## src/rtl/pn_age_scheduler_pkg.sv

```systemverilog
// pn_age_scheduler_pkg: flit layout, default sizes, age ceiling helper.
// Optional feature macro: PN_GOLDEN_EN (lowers the age ceiling by one).
package pn_age_scheduler_pkg;

  localparam int WIDTH_INTERNAL_PV = 32;
  localparam int POS_TIME_LSB      = 16;
  localparam int POS_TIME_W        = 8;
  localparam int EPOCH_LEN_DEF     = 256;

  // Golden mode reserves the all-ones age for the override.
  function automatic int age_max(input int w);
`ifdef PN_GOLDEN_EN
    return (1 << w) - 2;
`else
    return (1 << w) - 1;
`endif
  endfunction

endpackage

```

## src/rtl/pn_age_scheduler_age_sat_inc.sv

```systemverilog
// age_sat_inc: saturating W-bit increment, clamped to i_max.
// Ports: i_age, i_max in; o_age result; o_hit = just reached i_max.
module age_sat_inc #(
  parameter int W = 8
) (
  input  logic [W-1:0] i_age,
  input  logic [W-1:0] i_max,
  output logic [W-1:0] o_age,
  output logic         o_hit
);

  logic w_below;

  assign w_below = i_age < i_max;
  assign o_age   = w_below ? i_age + W'(1) : i_max;
  assign o_hit   = w_below && (o_age == i_max);

endmodule

```

## src/rtl/pn_age_scheduler.sv

```systemverilog
// pn_age_scheduler: input register stage, flit aging, golden rotation.
// Ports: clk, reset, in_valid, din0..3, hold -> dout0..3, out_valid,
// golden_port, sat_event. Optional feature macro: PN_GOLDEN_EN.
module pn_age_scheduler
  import pn_age_scheduler_pkg::*;
#(
  parameter int TIME_W    = POS_TIME_W,
  parameter int EPOCH_LEN = EPOCH_LEN_DEF
) (
  input  logic                         clk,
  input  logic                         reset,
  input  logic [3:0]                   in_valid,
  input  logic [WIDTH_INTERNAL_PV-1:0] din0,
  input  logic [WIDTH_INTERNAL_PV-1:0] din1,
  input  logic [WIDTH_INTERNAL_PV-1:0] din2,
  input  logic [WIDTH_INTERNAL_PV-1:0] din3,
  input  logic                         hold,
  output logic [WIDTH_INTERNAL_PV-1:0] dout0,
  output logic [WIDTH_INTERNAL_PV-1:0] dout1,
  output logic [WIDTH_INTERNAL_PV-1:0] dout2,
  output logic [WIDTH_INTERNAL_PV-1:0] dout3,
  output logic [3:0]                   out_valid,
  output logic [1:0]                   golden_port,
  output logic                         sat_event
);

  localparam int FW = WIDTH_INTERNAL_PV;
  localparam int AL = POS_TIME_LSB;
  localparam logic [TIME_W-1:0] AGE_MAX =
    TIME_W'(age_max(TIME_W));

  logic [3:0][FW-1:0]     w_din;
  logic [3:0][FW-1:0]     w_sel;
  logic [3:0][FW-1:0]     w_ndata;
  logic [3:0][FW-1:0]     w_dout;
  logic [3:0][TIME_W-1:0] w_inc_in;
  logic [3:0][TIME_W-1:0] w_inc_out;
  logic [3:0]             w_hit;
  logic [3:0]             w_nvalid;
  logic [1:0]             w_golden;

  logic [3:0][FW-1:0]     r_data;
  logic [3:0]             r_valid;
  logic                   r_sat;

  assign w_din    = {din3, din2, din1, din0};
  assign w_sel    = hold ? r_data : w_din;
  assign w_nvalid = hold ? r_valid : in_valid;

  always_comb begin
    w_inc_in = '0;
    for (int i = 0; i < 4; i++)
      w_inc_in[i] = w_sel[i][AL +: TIME_W];
  end

  for (genvar g = 0; g < 4; g++) begin : g_slot
    age_sat_inc #(.W(TIME_W)) u_inc (
      .i_age (w_inc_in[g]),
      .i_max (AGE_MAX),
      .o_age (w_inc_out[g]),
      .o_hit (w_hit[g])
    );
  end

  // Empty slots carry age 0 so they sort last.
  always_comb begin
    w_ndata = w_sel;
    for (int i = 0; i < 4; i++)
      w_ndata[i][AL +: TIME_W] =
        w_nvalid[i] ? w_inc_out[i] : '0;
  end

  always_ff @(posedge clk) begin
    if (reset) begin
      r_data  <= '0;
      r_valid <= '0;
      r_sat   <= 1'b0;
    end else begin
      r_data  <= w_ndata;
      r_valid <= w_nvalid;
      r_sat   <= |(w_hit & w_nvalid);
    end
  end

`ifdef PN_GOLDEN_EN
  localparam int EW = $clog2(EPOCH_LEN);

  logic [EW-1:0] r_epoch;
  logic [1:0]    r_golden;

  // Epoch runs through stalls so a held flit can lose golden.
  always_ff @(posedge clk) begin
    if (reset) begin
      r_epoch  <= '0;
      r_golden <= '0;
    end else if (r_epoch == EW'(EPOCH_LEN - 1)) begin
      r_epoch  <= '0;
      r_golden <= r_golden + 2'd1;
    end else begin
      r_epoch  <= r_epoch + EW'(1);
    end
  end

  assign w_golden = r_golden;

  // Override lives only on the output, never in the stored age.
  always_comb begin
    w_dout = r_data;
    for (int i = 0; i < 4; i++)
      if (r_valid[i] && w_golden == 2'(i))
        w_dout[i][AL +: TIME_W] = '1;
  end
`else
  logic w_unused_epoch;

  assign w_unused_epoch = (EPOCH_LEN < 2);
  assign w_golden       = 2'd0;
  assign w_dout         = r_data;
`endif

  assign dout0       = w_dout[0];
  assign dout1       = w_dout[1];
  assign dout2       = w_dout[2];
  assign dout3       = w_dout[3];
  assign out_valid   = r_valid;
  assign golden_port = w_golden;
  assign sat_event   = r_sat;

endmodule

```

## config.mk

```make
export PLATFORM = sky130hd
export DESIGN_NAME = pn_age_scheduler
export DESIGN_NICKNAME = d
export VERILOG_FILES = /design/src/rtl/pn_age_scheduler_pkg.sv /design/src/rtl/pn_age_scheduler_age_sat_inc.sv /design/src/rtl/pn_age_scheduler.sv
export SDC_FILE = /design/constraint.sdc
export NUM_CORES = 1
export LEC_CHECK = 0
export CAP_MARGIN = 40
export CORE_MARGIN = 2
export CORE_UTILIZATION = 44
export DETAILED_ROUTE_END_ITERATION = 6
export PLACE_DENSITY = 0.84
export RECOVER_POWER = 25
export SLEW_MARGIN = 10
export SYNTH_ARGS = -nofsm -noshare
export SYNTH_HDL_FRONTEND = slang
export SYNTH_SLANG_ARGS = --single-unit
```

## constraint.sdc

```tcl
create_clock -name clk -period 11.2 [get_ports clk]
set_input_delay 1.12 -clock clk [delete_from_list [all_inputs] [get_ports clk]]
set_output_delay 1.12 -clock clk [all_outputs]
set_load 0.1 [all_outputs]
```

== Yosys cells after proc, flatten, opt, wreduce, memory -nomap -nowiden ==
Index checks and enable logic that the tools add are counted.
Storage, ports and cells
  memories: 0
  memory bits (writable): 0
  input bits: 135
  memory bits (read-only): 0
  bits in latches: 0
  register bits: 133
Cells by class
  multiply operators: 0
  div/mod/pow operators: 0
  $add $sub $neg: 4
  magnitude comparators: 4
  muxes and demuxes: 6
  equality and inequality tests: 4
  reductions and logical operators: 9
  bitwise operators: 5
  shift operators: 0
Operator list (count)
  2-to-1 mux 120 bit: 1
  adder 8 x 1 -> 8 bit, second input constant: 4
  == test 8 bit, second input constant: 4
  < comparator 8 bit, second input constant: 4
  2-to-1 mux 8 bit: 4
  OR reduction 2 bit: 4
  AND 4 bit: 1
  logical AND 1 bit: 4
  2-to-1 mux 4 bit: 1
  NOT 1 bit: 4
  OR reduction 4 bit: 1

== Depth between registers and ports, before layout ==
  word-level depth: 7
  gate-level depth with buffers: 14
  gate-level depth less buffers: 8

== By module ==
A second synthesis with hierarchy kept.
Unflattened totals
  cells, all modules: 755
  area, all modules: 7228.2 um2
Modules (own cells, without submodules)
  pn_age_scheduler: area an instance 5041.1 um2, cells each 434, instances 1
  age_sat_inc (g_slot[0].u_inc ...): area an instance 558.0 um2, cells each 83, instances 3
  age_sat_inc (g_slot[1].u_inc): area an instance 513.0 um2, cells each 72, instances 1

== Worst setup path before layout ==
Ideal clock, no wire load.
  kind: input -> register
  start: input hold
  end: register r_sat (netlist: sat_event)
  arrival time: 4219 ps
  data required time: 11141 ps
  stages: 14
  path buffers: 6
  slack: 6922 ps
  cells stage by stage: buf_6 > buf_6 > buf_6 > buf_2 > buf_2 > buf_2 > mux2_2 > ha_1 > and4_1 > a31o_1 > xor2_1 > or4b_1 > o32ai_1 > a221o_1
On the way
  cells in the longest elaborated chain, start to end: 7
  elaborated cells between the ends (all ways): 24
  those cells by class: add/sub: 4; order compare: 4; eq/ne: 4; mux: 6; bitwise: 1; reduce/logical: 5
RTL lines
  start, declared: RTL line pn_age_scheduler.sv:17  | input logic hold,
  2-to-1 mux 120 bit: RTL line pn_age_scheduler.sv:47  | assign w_sel = hold ? r_data : w_din;
  adder 8 x 1 -> 8 bit or < comparator 8 bit (tied branches): RTL line pn_age_scheduler_age_sat_inc.sv:15, pn_age_scheduler_age_sat_inc.sv:14
  2-to-1 mux 8 bit: RTL line pn_age_scheduler_age_sat_inc.sv:15  | assign o_age = w_below ? i_age + W'(1) : i_max;
  == test 8 bit: RTL line pn_age_scheduler_age_sat_inc.sv:16  | assign o_hit = w_below && (o_age == i_max);
  logical AND 1 bit: RTL line pn_age_scheduler_age_sat_inc.sv:16
  AND 4 bit (*): RTL line pn_age_scheduler.sv:81  | r_sat <= |(w_hit & w_nvalid);
  OR reduction 4 bit (*): RTL line pn_age_scheduler.sv:81
  end signal, assigned: RTL line pn_age_scheduler.sv:81
  end, declared: RTL line pn_age_scheduler.sv:44  | logic r_sat;
Mark *: on every way between the ends. The rest lies on a longest branch, timed or not.
A chain may end at the register's enable or synchronous reset.

== Worst setup path in the final report ==
Ends and elaborated chain as after synthesis.

==> flow_summary.ini <==
[outcome]
status = complete, but fails checks
violations = max-capacitance violations, max-slew violations

[synthesis]
yosysSeqAreaShare_pct = 46.80
async_flop_share_pct = 0
synthFlopType = dfxtp_1
ys_ff_latch = 133
ys_types = 50
syn_avg_cell_area_um2 = 9.877
netlist_area_mm2 = 0.005689
yosys_warnings = 0
syn_inst = 576
synth_edf_count = 0

[clocking]
insertion_delay_ns = 0.43
clockRootBuffer = clkbuf_16
cts_setup_buffers = 0
cts_made_buffers = 17
clk_pin_slew_ns = 0.06
cts_tree = done
cts.sink_count = 133
ctsLongestPathBuffers = 2
h-tree-depth = 4
cts_hold_buf = 0
post_cts_resized = 0

[timing]
rsz0062_at_grt = false
finalSetupViolations = 0
fmax_mhz = 179.8
final-hold-violation-count = 0
tns_ns = 0
fin_crit_sh_pct = 49.66
maxSlewHeadroom_pct = -48.05
finalWorstSetupSlack_ns = 5.638
fin_crit_ns = 5.562
fin_worst_skew_ns = 0.009161
tightest_slew_ns = 2.221
drv_slew = 33

[min_path]
hold_path_class = flop to flop
hold_depth = 2

[global_route]
grt_overflow = 0
grt_max_degree = 77
antenna_found_initial = 3
groute.usage.overall_pct = 44.11
grt_pass1_wl_um = 45930
grt_pass1_vias = 7403

[final_layout]
multiInputGateArea_mm2 = 0.002816
seqCellArea_mm2 = 0.002663
fin_nets = 1108
drive_gt1_share_pct = 19.35
layout_commonest_cell = clkdlybuf4s50_1
area_growth_pct = 107.8
final_cells = 1156
layout_common_cells = clkdlybuf4s50_1 (265), dfxtp_1 (133), mux2i_1 (112), nor2_1 (110), buf_8 (79)
fillers = 355

[setup_path]
cp_slowest_stage_delay_ns = 1.66
endpoint_kind = flop
path_class = input pin to flop
crit_slowest_cell = clkbuf_1
crit_family = buffers and inverters
worst_setup_path_start_kind = input pin
r2r_cells = 8
critPathRequiredTime_ns = 11.57
critPathArrivalTime_ns = 5.93
crit_fanout = 33
crit_chain = clkbuf_1, clkbuf_1, mux2i_1, nor2b_1, nor2b_1, o21ai_0, nor4_1, a221o_1
worst-path-buf-inv = 2
crit_cells = 8

[route]
vias = 6858
drc = 0
drt-vias-per-instance = 5.933
drt_wl_total_um = 30980
drtIter0Drc = 674
wl_per_cell_um = 26.80
ant_nets = 0
dr.pass1.iters = 5

[placed_design]
pre_cts_slack_ns = 7.076
dp_hpwl_um = 19310
dpl.cell_count = 1122
io_buffers = 267
routabilityCongestion = 0.8363

[floorplanning]
ioPinCount = 270
die_x_um = 117.7
die_area_mm2 = 0.01386
start_util_pct = 45.08
die_h_um = 117.7
core_area_mm2 = 0.01262
num_rows = 41

[power]
p_leak_uw = 0.005000
peakVddDrop_mv = 0.1344
power_density_mw_per_mm2 = 142.9
p_total_uw = 1689

[job]
drv_cap = 2
[through the flow]
step                      instance area (µm²)  hold slack, ns  utilization (%)
final                                   11820          0.5028            93.66
after global routing                    11820          0.5374            93.66
after CTS                               11830          0.5101            93.71
after detailed placement                11160          0.4959            88.46
after global placement                   8416          0.4727            66.69
after floorplan                          5693          0.9886                -
[layer usage]
metal  vias to the layer above  global-route usage, %  part of all wire (%)
li1                       2797                      -                     -
met1                      3248                  42.26                    32
met2                       597                  77.87                    50
met3                       214                  13.57                   8.8
met4                         2                  35.24                   9.1
met5                         -                      0                 0.052
[cells by family after synthesis]
logic type               count (synthesis)  share of synthesized area [%]
AND/OR/NAND/NOR                        191                          16.05
flip-flops                             133                          46.80
multiplexers                           128                          22.87
AO/OA/AOI/OAI                           57                          6.488
buffers and inverters                   42                          3.760
XOR/XNOR                                20                          3.079
adder cells (fa/ha/maj)                  4                         0.8797
other                                    1                        0.06591
[path summary, 6_finish.rpt]
kind | from | to | slack [ns]
worst max-delay path | hold | sat_event$_SDFF_PP0_ | 5.64
worst min register to register | dout2[13]$_SDFFE_PP0N_ | dout2[13]$_SDFFE_PP0N_ | 0.50
worst max register to register | dout0[16]$_SDFF_PP0_ | sat_event$_SDFF_PP0_ | 8.46
worst min-delay path | dout2[13]$_SDFFE_PP0N_ | dout2[13]$_SDFFE_PP0N_ | 0.50
[sequential cells by signal, summed over array words and instances, names as in the netlist]
register,flops
out_valid,4
sat_event,1
dout2,32
dout0,32
dout1,32
dout3,32
[worst reg2reg max path, cell delays in order (launching register included)]
cell and delay [ns]:
dfxtp_1 0.33, mux2_2 0.30, ha_1 0.27, and4_1 0.25, a31o_1 0.22, xor2_1 0.18
or4b_1 0.57, o32ai_1 0.36, a221o_1 0.20
[synth_stat cells, drive strengths merged, types with 2 or more instances]
cell | instances | area, µm²
inv | 9 | 33.78
o22ai | 2 | 12.51
mux2 | 16 | 180.2
and4 | 3 | 26.28
o21ai | 2 | 10.01
nor2b | 10 | 62.56
a22oi | 6 | 50.05
nand2 | 26 | 97.59
a31o | 2 | 17.52
or4b | 3 | 30.03
nand4 | 5 | 31.28
xor2 | 13 | 113.9
ha | 4 | 50.05
nor2 | 110 | 412.9
xnor2 | 7 | 61.31
nand3b | 4 | 30.03
nand2b | 4 | 25.02
dfxtp | 133 | 2663
mux2i | 112 | 1121
nand4b | 6 | 67.56
a32o | 3 | 30.03
nor4 | 2 | 12.51
clkbuf | 11 | 41.29
a21oi | 31 | 155.2
nand3 | 11 | 60.06
buf | 21 | 135.1
a32oi | 3 | 26.28
[report_power, final]
| part | switching [µW] | internal (µW) |
|---|---|---|
| clock | 245 | 404 |
| combinational | 307 | 212 |
| sequential | 22.7 | 499 |
[final cells by class]
| type | count | share of cell area, % |
|---|---|---|
| Tap cell | 172 | 1.821 |
| Multi-Input combinational cell | 402 | 23.83 |
| Timing Repair Buffer | 405 | 45.86 |
| Inverter | 10 | 0.3176 |
| Clock inverter | 14 | 1.895 |
| Antenna cell | 2 | 0.04234 |
| Clock buffer | 18 | 3.715 |
| Sequential cell | 133 | 22.53 |
No activity file was read; power rests on OpenSTA's default activity.
